--- src/rtl/threshold_monitor_4bit.sv ---
// Debounced 4-bit threshold alarm with hysteresis, run counter and optional peak hold.
// Define PEAK_HOLD_EN to build the peak register; otherwise o_peak is tied to zero.
module threshold_monitor_4bit #(
  parameter int unsigned HOLD = 3
) (
  input  logic       i_clk,
  input  logic       i_rst_n,
  input  logic       i_sample_valid,
  input  logic [3:0] i_sample,
  input  logic [3:0] i_thr_hi,
  input  logic [3:0] i_thr_lo,
  input  logic       i_peak_clr,
  output logic       o_alarm,
  output logic       o_alarm_set,
  output logic       o_alarm_clr,
  output logic [3:0] o_run_cnt,
  output logic [1:0] o_state,
  output logic [3:0] o_peak
);

  typedef enum logic [1:0] {
    NORMAL   = 2'd0,
    ARMING   = 2'd1,
    ALARM    = 2'd2,
    CLEARING = 2'd3
  } state_t;

  localparam logic [3:0] HOLD_C = 4'(HOLD);

  state_t     r_state;
  logic [3:0] r_run_cnt;
  logic       r_alarm;
  logic       r_alarm_set;
  logic       r_alarm_clr;

  state_t     w_state_nxt;
  logic [3:0] w_run_cnt_nxt;
  logic [3:0] w_run_cnt_inc;
  logic       w_alarm_nxt;
  logic       w_set_nxt;
  logic       w_clr_nxt;
  logic       w_hi;
  logic       w_lo;

  assign w_hi          = (i_sample > i_thr_hi);
  assign w_lo          = (i_sample < i_thr_lo);
  assign w_run_cnt_inc = r_run_cnt + 4'd1;

  // Next-state, run counter and pulse decode; invalid cycles hold everything.
  always_comb begin
    w_state_nxt   = r_state;
    w_run_cnt_nxt = r_run_cnt;
    w_alarm_nxt   = r_alarm;
    w_set_nxt     = 1'b0;
    w_clr_nxt     = 1'b0;
    if (i_sample_valid) begin
      case (r_state)
        NORMAL: begin
          if (w_hi) begin
            if (HOLD_C == 4'd1) begin
              w_state_nxt   = ALARM;
              w_alarm_nxt   = 1'b1;
              w_set_nxt     = 1'b1;
              w_run_cnt_nxt = 4'd0;
            end else begin
              w_state_nxt   = ARMING;
              w_run_cnt_nxt = 4'd1;
            end
          end else begin
            w_run_cnt_nxt = 4'd0;
          end
        end
        ARMING: begin
          if (w_hi) begin
            if (w_run_cnt_inc >= HOLD_C) begin
              w_state_nxt   = ALARM;
              w_alarm_nxt   = 1'b1;
              w_set_nxt     = 1'b1;
              w_run_cnt_nxt = 4'd0;
            end else begin
              w_run_cnt_nxt = w_run_cnt_inc;
            end
          end else begin
            w_state_nxt   = NORMAL;
            w_run_cnt_nxt = 4'd0;
          end
        end
        ALARM: begin
          if (w_lo) begin
            if (HOLD_C == 4'd1) begin
              w_state_nxt   = NORMAL;
              w_alarm_nxt   = 1'b0;
              w_clr_nxt     = 1'b1;
              w_run_cnt_nxt = 4'd0;
            end else begin
              w_state_nxt   = CLEARING;
              w_run_cnt_nxt = 4'd1;
            end
          end else begin
            w_run_cnt_nxt = 4'd0;
          end
        end
        CLEARING: begin
          if (w_lo) begin
            if (w_run_cnt_inc >= HOLD_C) begin
              w_state_nxt   = NORMAL;
              w_alarm_nxt   = 1'b0;
              w_clr_nxt     = 1'b1;
              w_run_cnt_nxt = 4'd0;
            end else begin
              w_run_cnt_nxt = w_run_cnt_inc;
            end
          end else begin
            w_state_nxt   = ALARM;
            w_run_cnt_nxt = 4'd0;
          end
        end
        default: begin
          w_state_nxt   = NORMAL;
          w_alarm_nxt   = 1'b0;
          w_run_cnt_nxt = 4'd0;
        end
      endcase
    end else begin
      w_state_nxt = r_state;
    end
  end

  // State and registered outputs.
  always_ff @(posedge i_clk or negedge i_rst_n) begin
    if (!i_rst_n) begin
      r_state     <= NORMAL;
      r_run_cnt   <= 4'd0;
      r_alarm     <= 1'b0;
      r_alarm_set <= 1'b0;
      r_alarm_clr <= 1'b0;
    end else begin
      r_state     <= w_state_nxt;
      r_run_cnt   <= w_run_cnt_nxt;
      r_alarm     <= w_alarm_nxt;
      r_alarm_set <= w_set_nxt;
      r_alarm_clr <= w_clr_nxt;
    end
  end

`ifdef PEAK_HOLD_EN
  logic [3:0] r_peak;

  // Clear wins over the old peak, but a same-cycle valid sample is still captured.
  always_ff @(posedge i_clk or negedge i_rst_n) begin
    if (!i_rst_n) begin
      r_peak <= 4'd0;
    end else if (i_sample_valid && (i_peak_clr || (i_sample > r_peak))) begin
      r_peak <= i_sample;
    end else if (i_peak_clr) begin
      r_peak <= 4'd0;
    end else begin
      r_peak <= r_peak;
    end
  end

  assign o_peak = r_peak;
`else
  logic w_unused_peak_clr;
  assign w_unused_peak_clr = i_peak_clr;
  assign o_peak            = 4'd0;
`endif

  assign o_alarm     = r_alarm;
  assign o_alarm_set = r_alarm_set;
  assign o_alarm_clr = r_alarm_clr;
  assign o_run_cnt   = r_run_cnt;
  assign o_state     = r_state;

endmodule
--- config.mk ---
export PLATFORM = sky130hd
export DESIGN_NAME = threshold_monitor_4bit
export DESIGN_NICKNAME = d
export VERILOG_FILES = /design/src/rtl/threshold_monitor_4bit.sv
export SDC_FILE = /design/constraint.sdc
export NUM_CORES = 1
export LEC_CHECK = 0
export CORE_ASPECT_RATIO = 0.75
export CORE_UTILIZATION = 34
export DETAILED_ROUTE_END_ITERATION = 10
export PLACE_DENSITY = 0.79
export SLEW_MARGIN = 10
export SYNTH_ARGS = -nofsm -noshare
export SYNTH_HDL_FRONTEND = slang
export SYNTH_SLANG_ARGS = --single-unit
export TNS_END_PERCENT = 30
--- constraint.sdc ---
create_clock -name i_clk -period 1.5 [get_ports i_clk]
set_input_delay 0.45 -clock i_clk [delete_from_list [all_inputs] [get_ports i_clk]]
set_output_delay 0.45 -clock i_clk [all_outputs]
set_load 0.005 [all_outputs]
Word level (Yosys, flattened, before mapping)
Index checks and enable logic that the tools add are counted.
W data, S select, Z words.
Word-level totals
  flip-flop bits (word level): 9
  output and inout bits: 13
  logic and storage cells: 49
Operators by class
  add/sub/neg operators: 1
  order comparisons: 3
  equal/unequal tests: 11
  multiplexer cells: 25
  reductions and logical operators: 4
Operator list (number)
  $pmux W4 S4: 1
  $mux W1: 13
  $mux W2: 6
  $mux W4: 3
  $ne A2 B2 Y1 const B: 6
  $pmux W2 S4: 1
  $ne A3 B3 Y1 const B: 2
  $reduce_and A6 Y1: 1
  $reduce_and A5 Y1: 1
  $add A4 B1 Y4 const B: 1
  $eq A2 B2 Y1 const B: 2
  $ge A4 B2 Y1 const B: 1
  $gt A4 B4 Y1: 1
  $lt A4 B4 Y1: 1
  $eq A2 B1 Y1 const B: 1
  $logic_not A2 Y1: 1
  $pmux W1 S2: 1
  $reduce_bool A2 Y1: 1

Longest topological paths before layout
Gate-level depths: netlist of run 1.
  depth after elaboration: 6
  depth in mapped cells: 7
  gate-level depth less buffers: 7

Worst setup path after synthesis of run 1
OpenSTA, ideal clock, no wires.
  path kind: register to register
  start: reg r_run_cnt[0] (netlist: o_run_cnt[0])
  end: reg r_state[1] (netlist: o_state[1])
  setup time: 119 ps
  arrival: 1529 ps
  data required time: 1381 ps
  slack: -148 ps
  stages on the path, launching flop included: 8
  buffers on the path: 0
  clock period less this slack: 1648 ps
  cells stage by stage: dfrtp_1 -> inv_1 -> ha_1 -> and3b_1 -> a31oi_2 -> nand3_2 -> or2_4 -> o21a_1
On the way
  longest elaborated chain between the ends: 4
Ends and longest elaborated chain
  start: declaration: line 31  | logic [3:0] r_run_cnt;
  start signal: assignment: line 139  | r_run_cnt <= w_run_cnt_nxt;
  $add A4 B1 Y4 *: line 47  | assign w_run_cnt_inc = r_run_cnt + 4'd1;
  $ge A4 B2 Y1 *: line 75, 105
  $ne A3 B3 Y1 (no line)
  $reduce_and A5 Y1 (no line) *
  end signal: assignment: line 138  | r_state <= w_state_nxt;
  end: declaration: line 30  | state_t r_state;
Every way passes the cells marked *; elsewhere a longest branch is shown, timed or not.
A chain may end at the register's enable or synchronous reset.

Worst setup path after layout of run 1
  start: reg r_run_cnt[1] (netlist: o_run_cnt[1])
  end: reg r_state[1] (netlist: o_state[1])
The elaborated chain is that of the path after synthesis.

==> flow_summary.toml, run 1 <==
[run_status]
run_status = "complete, but fails checks"
failed_checks = "negative setup slack"

[worst_setup_path]
timing.setup.critical_path_class = "reg -> reg"
endpoint_type_of_the_worst_setup_path = "flop"
startpoint = "o_run_cnt[1]"
worst_setup_sp_type = "flop"
worst_flop_to_flop_path_startpoint = "o_run_cnt[1]"
crit_path_max_fanout = 3
arrival_ps = 1880
required_ps = 1660

[yosys]
avgSynthCellArea_um2 = 9.729
synth.cell_area_um2 = 651.9
yosys_warnings = 0
syn-instance-count = 67
yosysSeqAreaShare = 0.3455
yosysUniqueCellTypes = 30
synth-seq-cells = 9

[floorplanning]
floorplan.die_area_mm2 = 0.002098
floorplan.io_pins = 29
placement_rows = 13
floorplan.initialDensity = 0.3677
die-height_um = 39.92
floorplan.die.width_um = 52.56
placeableCoreArea_mm2 = 0.001773

[pwr]
power.ir.vdd_worst_mv = 0.6790
fraction_of_power_spent_switching_nets = 0.3410
reported_leakage_power_uw = 0.0005954
seqPwrFrac = 0.281
powerDensity_mw_per_mm2 = 1002
p_sw_uw = 397.1
pwr-share-comb = 0.560
internal_power_uw = 767.5
power.share.clock = 0.160

[drt]
vias = 647
detail_route.wirelength_um = 1955
drt_first_iter_violations = 9
detail_route.first_pass.iterations = 4
detail_route.vias_per_cell = 4.865
number_of_nets_still_failing_antenna_checks_after_routing = 0
wl_per_cell_um = 14.70
drt_drc_violations_left = 0

[clock_network]
tritoncts = "done"
cts-htree-levels = 1
cts-root-to-sink-buffers = 2
clock_latency_ps = 270
cts_root_buf = "clkbuf_4"
clock_sinks = 9
holdBufCountCts = 0
tritoncts.num_buffers = 3
clock_transition_time_at_the_flip_flop_clock_pins_of_the_worst_setup_and_hold_paths_ps = 60

[global_route]
vias_in_the_first_global_route = 586
maximum_number_of_pins_on_one_net_before_global_route_repair = 10
initial_antenna_violation_count = 0
grt_first_pass_wirelength_um = 2594
total_global_routing_overflow = 0
global_route.usage.total = 0.1870

[timing]
rsz0062_at_grt = "yes"
max_slew_vio_count = 0
finalHoldWorstSlack_ps = 481.5
timing.final.crit_share = 1.147
fin_worst_skew_ps = 0.7392
timing.final.setup_violations = 7
max_freq_mhz = 581.3
finalWorstSetupSlack_ps = -220.3
totalNegativeSetupSlack_ps = -968.9
final.min_clock_period_ps = 1720
finalHoldViolations = 0

[final_layout]
fillCellCount = 132
area_growth_pct = 78.31
layout.nets = 137
fin_cells = 133
post-route-cell-area_mm2 = 0.001162
postLayoutCoreUtil = 0.6556
diodes = 0
drive_above_1_share = 0.4505

[placed_design]
quantity_of_i_o_buffers_inserted_on_ports = 23
gpl.final_weighted_congestion = 0.7599
post-place-cells = 120
dp.final_hpwl_um = 1146
dpl_cell_area_um2 = 960.9

[run]
drv.max_cap_violation_count = 0

[worst_hold_path]
min_path_type = "in -> async"
[flip-flops by register name (all words and copies together) (netlist names)]
register     count
o_alarm_set      1
o_alarm_clr      1
o_state          2
o_alarm          1
o_run_cnt        4
[synthesized netlist by cell type]
cell,n,area share
o21ai_0,3,0.023
buf_4,4,0.046
o41ai_2,1,0.025
o21ai_1,1,0.0077
o22ai_1,1,0.0096
nor4_1,1,0.0096
or2_4,1,0.013
and3b_1,1,0.013
o211ai_1,1,0.012
clkbuf_2,1,0.0077
xor2_1,1,0.013
conb_1,1,0.0058
nand4_1,1,0.0096
nor2_1,1,0.0058
nand3b_1,1,0.012
nand3_2,1,0.015
o21a_1,4,0.046
inv_1,10,0.058
ha_1,9,0.17
a211oi_1,1,0.012
nand2b_1,2,0.019
nor3_1,1,0.0077
a21oi_1,1,0.0077
o41ai_1,1,0.013
nand2_1,2,0.012
a31oi_2,1,0.019
dfrtp_1,9,0.35
a21bo_1,1,0.015
nor3_2,1,0.015
nor2b_1,3,0.029
[power by group through the flow]
stage / sequential [uW] / clock (uW) / combinational (uW)
floorplan: 352 / 0 / 171
detailed placement: 331 / 0 / 449
CTS: 325 / 192 / 533
global placement: 329 / 0 / 439
global route: 330 / 216 / 697
finish: 327 / 186 / 652
[metal layers]
metal | vias to the layer above | GRT usage | share of wire
li1 | 317 | - | -
met1 | 309 | 0.2248 | 0.47
met2 | 16 | 0.2943 | 0.46
met3 | 5 | 0.06977 | 0.048
met4 | 0 | 0.09868 | 0.015
met5 | - | 0 | 0
[metrics by stage]
stage,total power (uW),worst slack (ps)
floorplan,522.3,-92.18
global placement,768.5,-653.6
detailed placement,780.3,-671.1
CTS,1049,-170.4
global route,1243,-243.4
finish,1165,-220.3
[logic make-up after synthesis]
| group | after synthesis | synth area share |
|---|---|---|
| buffers and inverters | 15 | 0.1113 |
| flip-flops | 9 | 0.3455 |
| adder cells (fa/ha/maj) | 9 | 0.1727 |
| other | 1 | 0.005753 |
| AND/OR/NAND/NOR | 16 | 0.1612 |
| XOR/XNOR | 1 | 0.01344 |
| AO/OA/AOI/OAI | 16 | 0.1900 |
[final cells by class]
type | count | area [um^2] | share of cell area
Tap cell | 22 | 27.53 | 0.02368
Multi-Input combinational cell | 46 | 496.7 | 0.4273
Sequential cell | 9 | 227.7 | 0.1959
Clock buffer | 4 | 26.28 | 0.02261
Timing Repair Buffer | 42 | 346.6 | 0.2982
Inverter | 10 | 37.54 | 0.03229
[timing repair]
action,4_1_cts,5_1_grt
hold endpoints to repair,0,0
buffers inserted,6,4
gates resized for setup,50,15
endpoints found under the setup margin,16,8
pin swaps,9,6
[placed cells by master, fill, tap and decap left out, types with 2 or more instances in the layout]
cell              n
inv_1             4
nand2b_1          2
ha_1              2
clkbuf_2          2
ha_4              6
buf_4            16
nor2b_1           3
inv_2             6
nand2_1           2
dlygate4sd2_1    15
conb_1            4
o21ai_1           4
clkdlybuf4s50_1   2
buf_6             3
o21a_1            4
dfrtp_2           2
buf_2             2
dfrtp_1           7
clkbuf_4          3
[final timing paths]
check / endpoint / slack (ps) / cells past startpoint
max: o_state[1] / -220 / 7
min: o_alarm_clr / 480 / 1
max reg2reg: o_state[1] / -220 / 7
min reg2reg: o_alarm / 490 / 1
max in group asynchronous: o_run_cnt[3] / 710 / 1
min in group i_clk: o_alarm / 490 / 1
[critical path, stage by stage (launching register included)]
cell and delay (ps):
dfrtp_1 390, buf_6 130, ha_2 170, and3b_1 210, a31oi_4 230, nand3_4 100
or2_4 270, o21a_1 110
No activity file was read; power rests on OpenSTA's default activity.
==> run 2, diff against run 1 <==
--- a/config.mk
+++ b/config.mk
@@ -6,9 +6,9 @@
 export NUM_CORES = 1
 export LEC_CHECK = 0
 export CORE_ASPECT_RATIO = 0.75
-export CORE_UTILIZATION = 34
+export CORE_UTILIZATION = 36
 export DETAILED_ROUTE_END_ITERATION = 10
-export PLACE_DENSITY = 0.79
+export PLACE_DENSITY = 0.82
 export SLEW_MARGIN = 10
 export SYNTH_ARGS = -nofsm -noshare
 export SYNTH_HDL_FRONTEND = slang
==> run 2 against run 1 <==
The flow still finishes with violations (negative setup slack); setup slack better by 14 ps; worst hold slack better by 8.3 ps; global-route usage is 3.3 points higher; final area is 3.2% lower; via count is 4.8% lower; largest cell class unchanged; highest routed layer unchanged.
==> flow_summary.toml, run 2 (synthesis results as in run 1) <==
[timing]
fin_worst_skew_ps = 6.635
totalNegativeSetupSlack_ps = -830.7
max_slew_vio_count = 0
final.min_clock_period_ps = 1707
timing.final.setup_violations = 8
max_freq_mhz = 585.9
finalHoldWorstSlack_ps = 489.8
finalWorstSetupSlack_ps = -206.7
finalHoldViolations = 0
timing.final.crit_share = 1.138
rsz0062_at_grt = "yes"

[clock_network]
cts_root_buf = "clkbuf_4"
cts-root-to-sink-buffers = 2
clock_sinks = 9
clock_latency_ps = 260
clock_transition_time_at_the_flip_flop_clock_pins_of_the_worst_setup_and_hold_paths_ps = 60
tritoncts = "done"
tritoncts.num_buffers = 3
holdBufCountCts = 0
cts-htree-levels = 1

[placed_design]
quantity_of_i_o_buffers_inserted_on_ports = 23
post-place-cells = 120
place_worst_setup_slack_ps = -708.0
gpl.final_weighted_congestion = 0.7774
dp.final_hpwl_um = 1282

[run]
drv.max_cap_violation_count = 0

[floorplanning]
floorplan.die_area_mm2 = 0.001987
placeableCoreArea_mm2 = 0.001577
placement_rows = 12
floorplan.io_pins = 29
floorplan.initialDensity = 0.4135
die-height_um = 38.85
floorplan.die.width_um = 51.14

[run_status]
run_status = "complete, but fails checks"
failed_checks = "negative setup slack"

[pwr]
powerDensity_mw_per_mm2 = 970.0
power.ir.vdd_worst_mv = 0.9471
reported_leakage_power_uw = 0.0005614
report.power.total_uw = 1091

[drt]
drt_first_iter_violations = 7
detail_route.vias_per_cell = 4.775
detail_route.wirelength_um = 1916
detail_route.first_pass.iterations = 4
vias = 616
drt_drc_violations_left = 0
number_of_nets_still_failing_antenna_checks_after_routing = 0
wl_per_cell_um = 14.85

[worst_setup_path]
required_ps = 1650
crit_path_max_fanout = 4
timing.setup.critical_path_class = "reg -> reg"
arrival_ps = 1850
startpoint = "o_run_cnt[0]"
endpoint_type_of_the_worst_setup_path = "flop"
worst_setup_sp_type = "flop"
worst_flop_to_flop_path_startpoint = "o_run_cnt[0]"

[final_layout]
area_growth_pct = 72.55
fin_cells = 129
layout.nets = 134
diodes = 0
largest_register_ffs = 4
drive_above_1_share = 0.4444
mostFrequentLayoutCells = "15 x dlygate4sd2_1, 15 x buf_4, 8 x dfrtp_1"

[global_route]
grt_first_pass_wirelength_um = 3029
maximum_number_of_pins_on_one_net_before_global_route_repair = 10
vias_in_the_first_global_route = 657
initial_antenna_violation_count = 0
global_route.usage.total = 0.2198
total_global_routing_overflow = 0

[worst_hold_path]
min_path_type = "in -> async"
## run 2: power by group
group / leakage, uW / switching [uW] / internal, uW / total (uW)
combinational: 0.000427 / 251 / 327 / 578
sequential: 0.000119 / 38.5 / 292 / 331
clock: 0.0000150 / 79.8 / 102 / 182
## run 2: metrics by stage
| stage | instance area, um^2 | utilization |
|---|---|---|
| after floorplan | 663.1 | - |
| after global placement | 967.2 | 0.6135 |
| after detailed placement | 967.2 | 0.6135 |
| after CTS | 1081 | 0.6857 |
| after global routing | 1125 | 0.7135 |
| final | 1125 | 0.7135 |
## run 2: timing repair
item / 4_1_cts / 5_1_grt
setup endpoints to repair: 16 / 9
gates resized for setup: 51 / 11
buffers inserted: 4 / 1
pin swaps: 13 / 5
## run 2: final timing paths
check                                     to  slack (ps)  depth (start not counted)
worst max-delay path                 o_alarm        -210                          7
min in group i_clk                   o_alarm         530                          1
worst max register to register       o_alarm        -210                          7
worst min register to register       o_alarm         530                          1
worst min-delay path                 o_alarm         490                          1
max in group asynchronous       o_run_cnt[1]         690                          1
## run 2: layer usage
layer  vias to the layer above  global-route usage  share of wire
met3                         4             0.06667          0.032
met1                       288              0.2600           0.45
met5                         -                   0              0
met2                        16              0.3816           0.50
met4                         0             0.07639          0.015
li1                        308                   -              -
## run 2: cell type report
type	count	area, um^2
Clock buffer	4	26.28
Fill cell	112	451.7
Inverter	10	37.54
Multi-Input combinational cell	46	493.0
Sequential cell	9	226.5
Tap cell	21	26.28
Timing Repair Buffer	39	315.3
## run 2: worst max-delay path, stage by stage (launching register included)
cell,delay [ps]
dfrtp_1,410
inv_2,90
ha_4,150
and3b_2,230
a31oi_4,230
nand3_4,110
or2_4,260
o21a_1,110
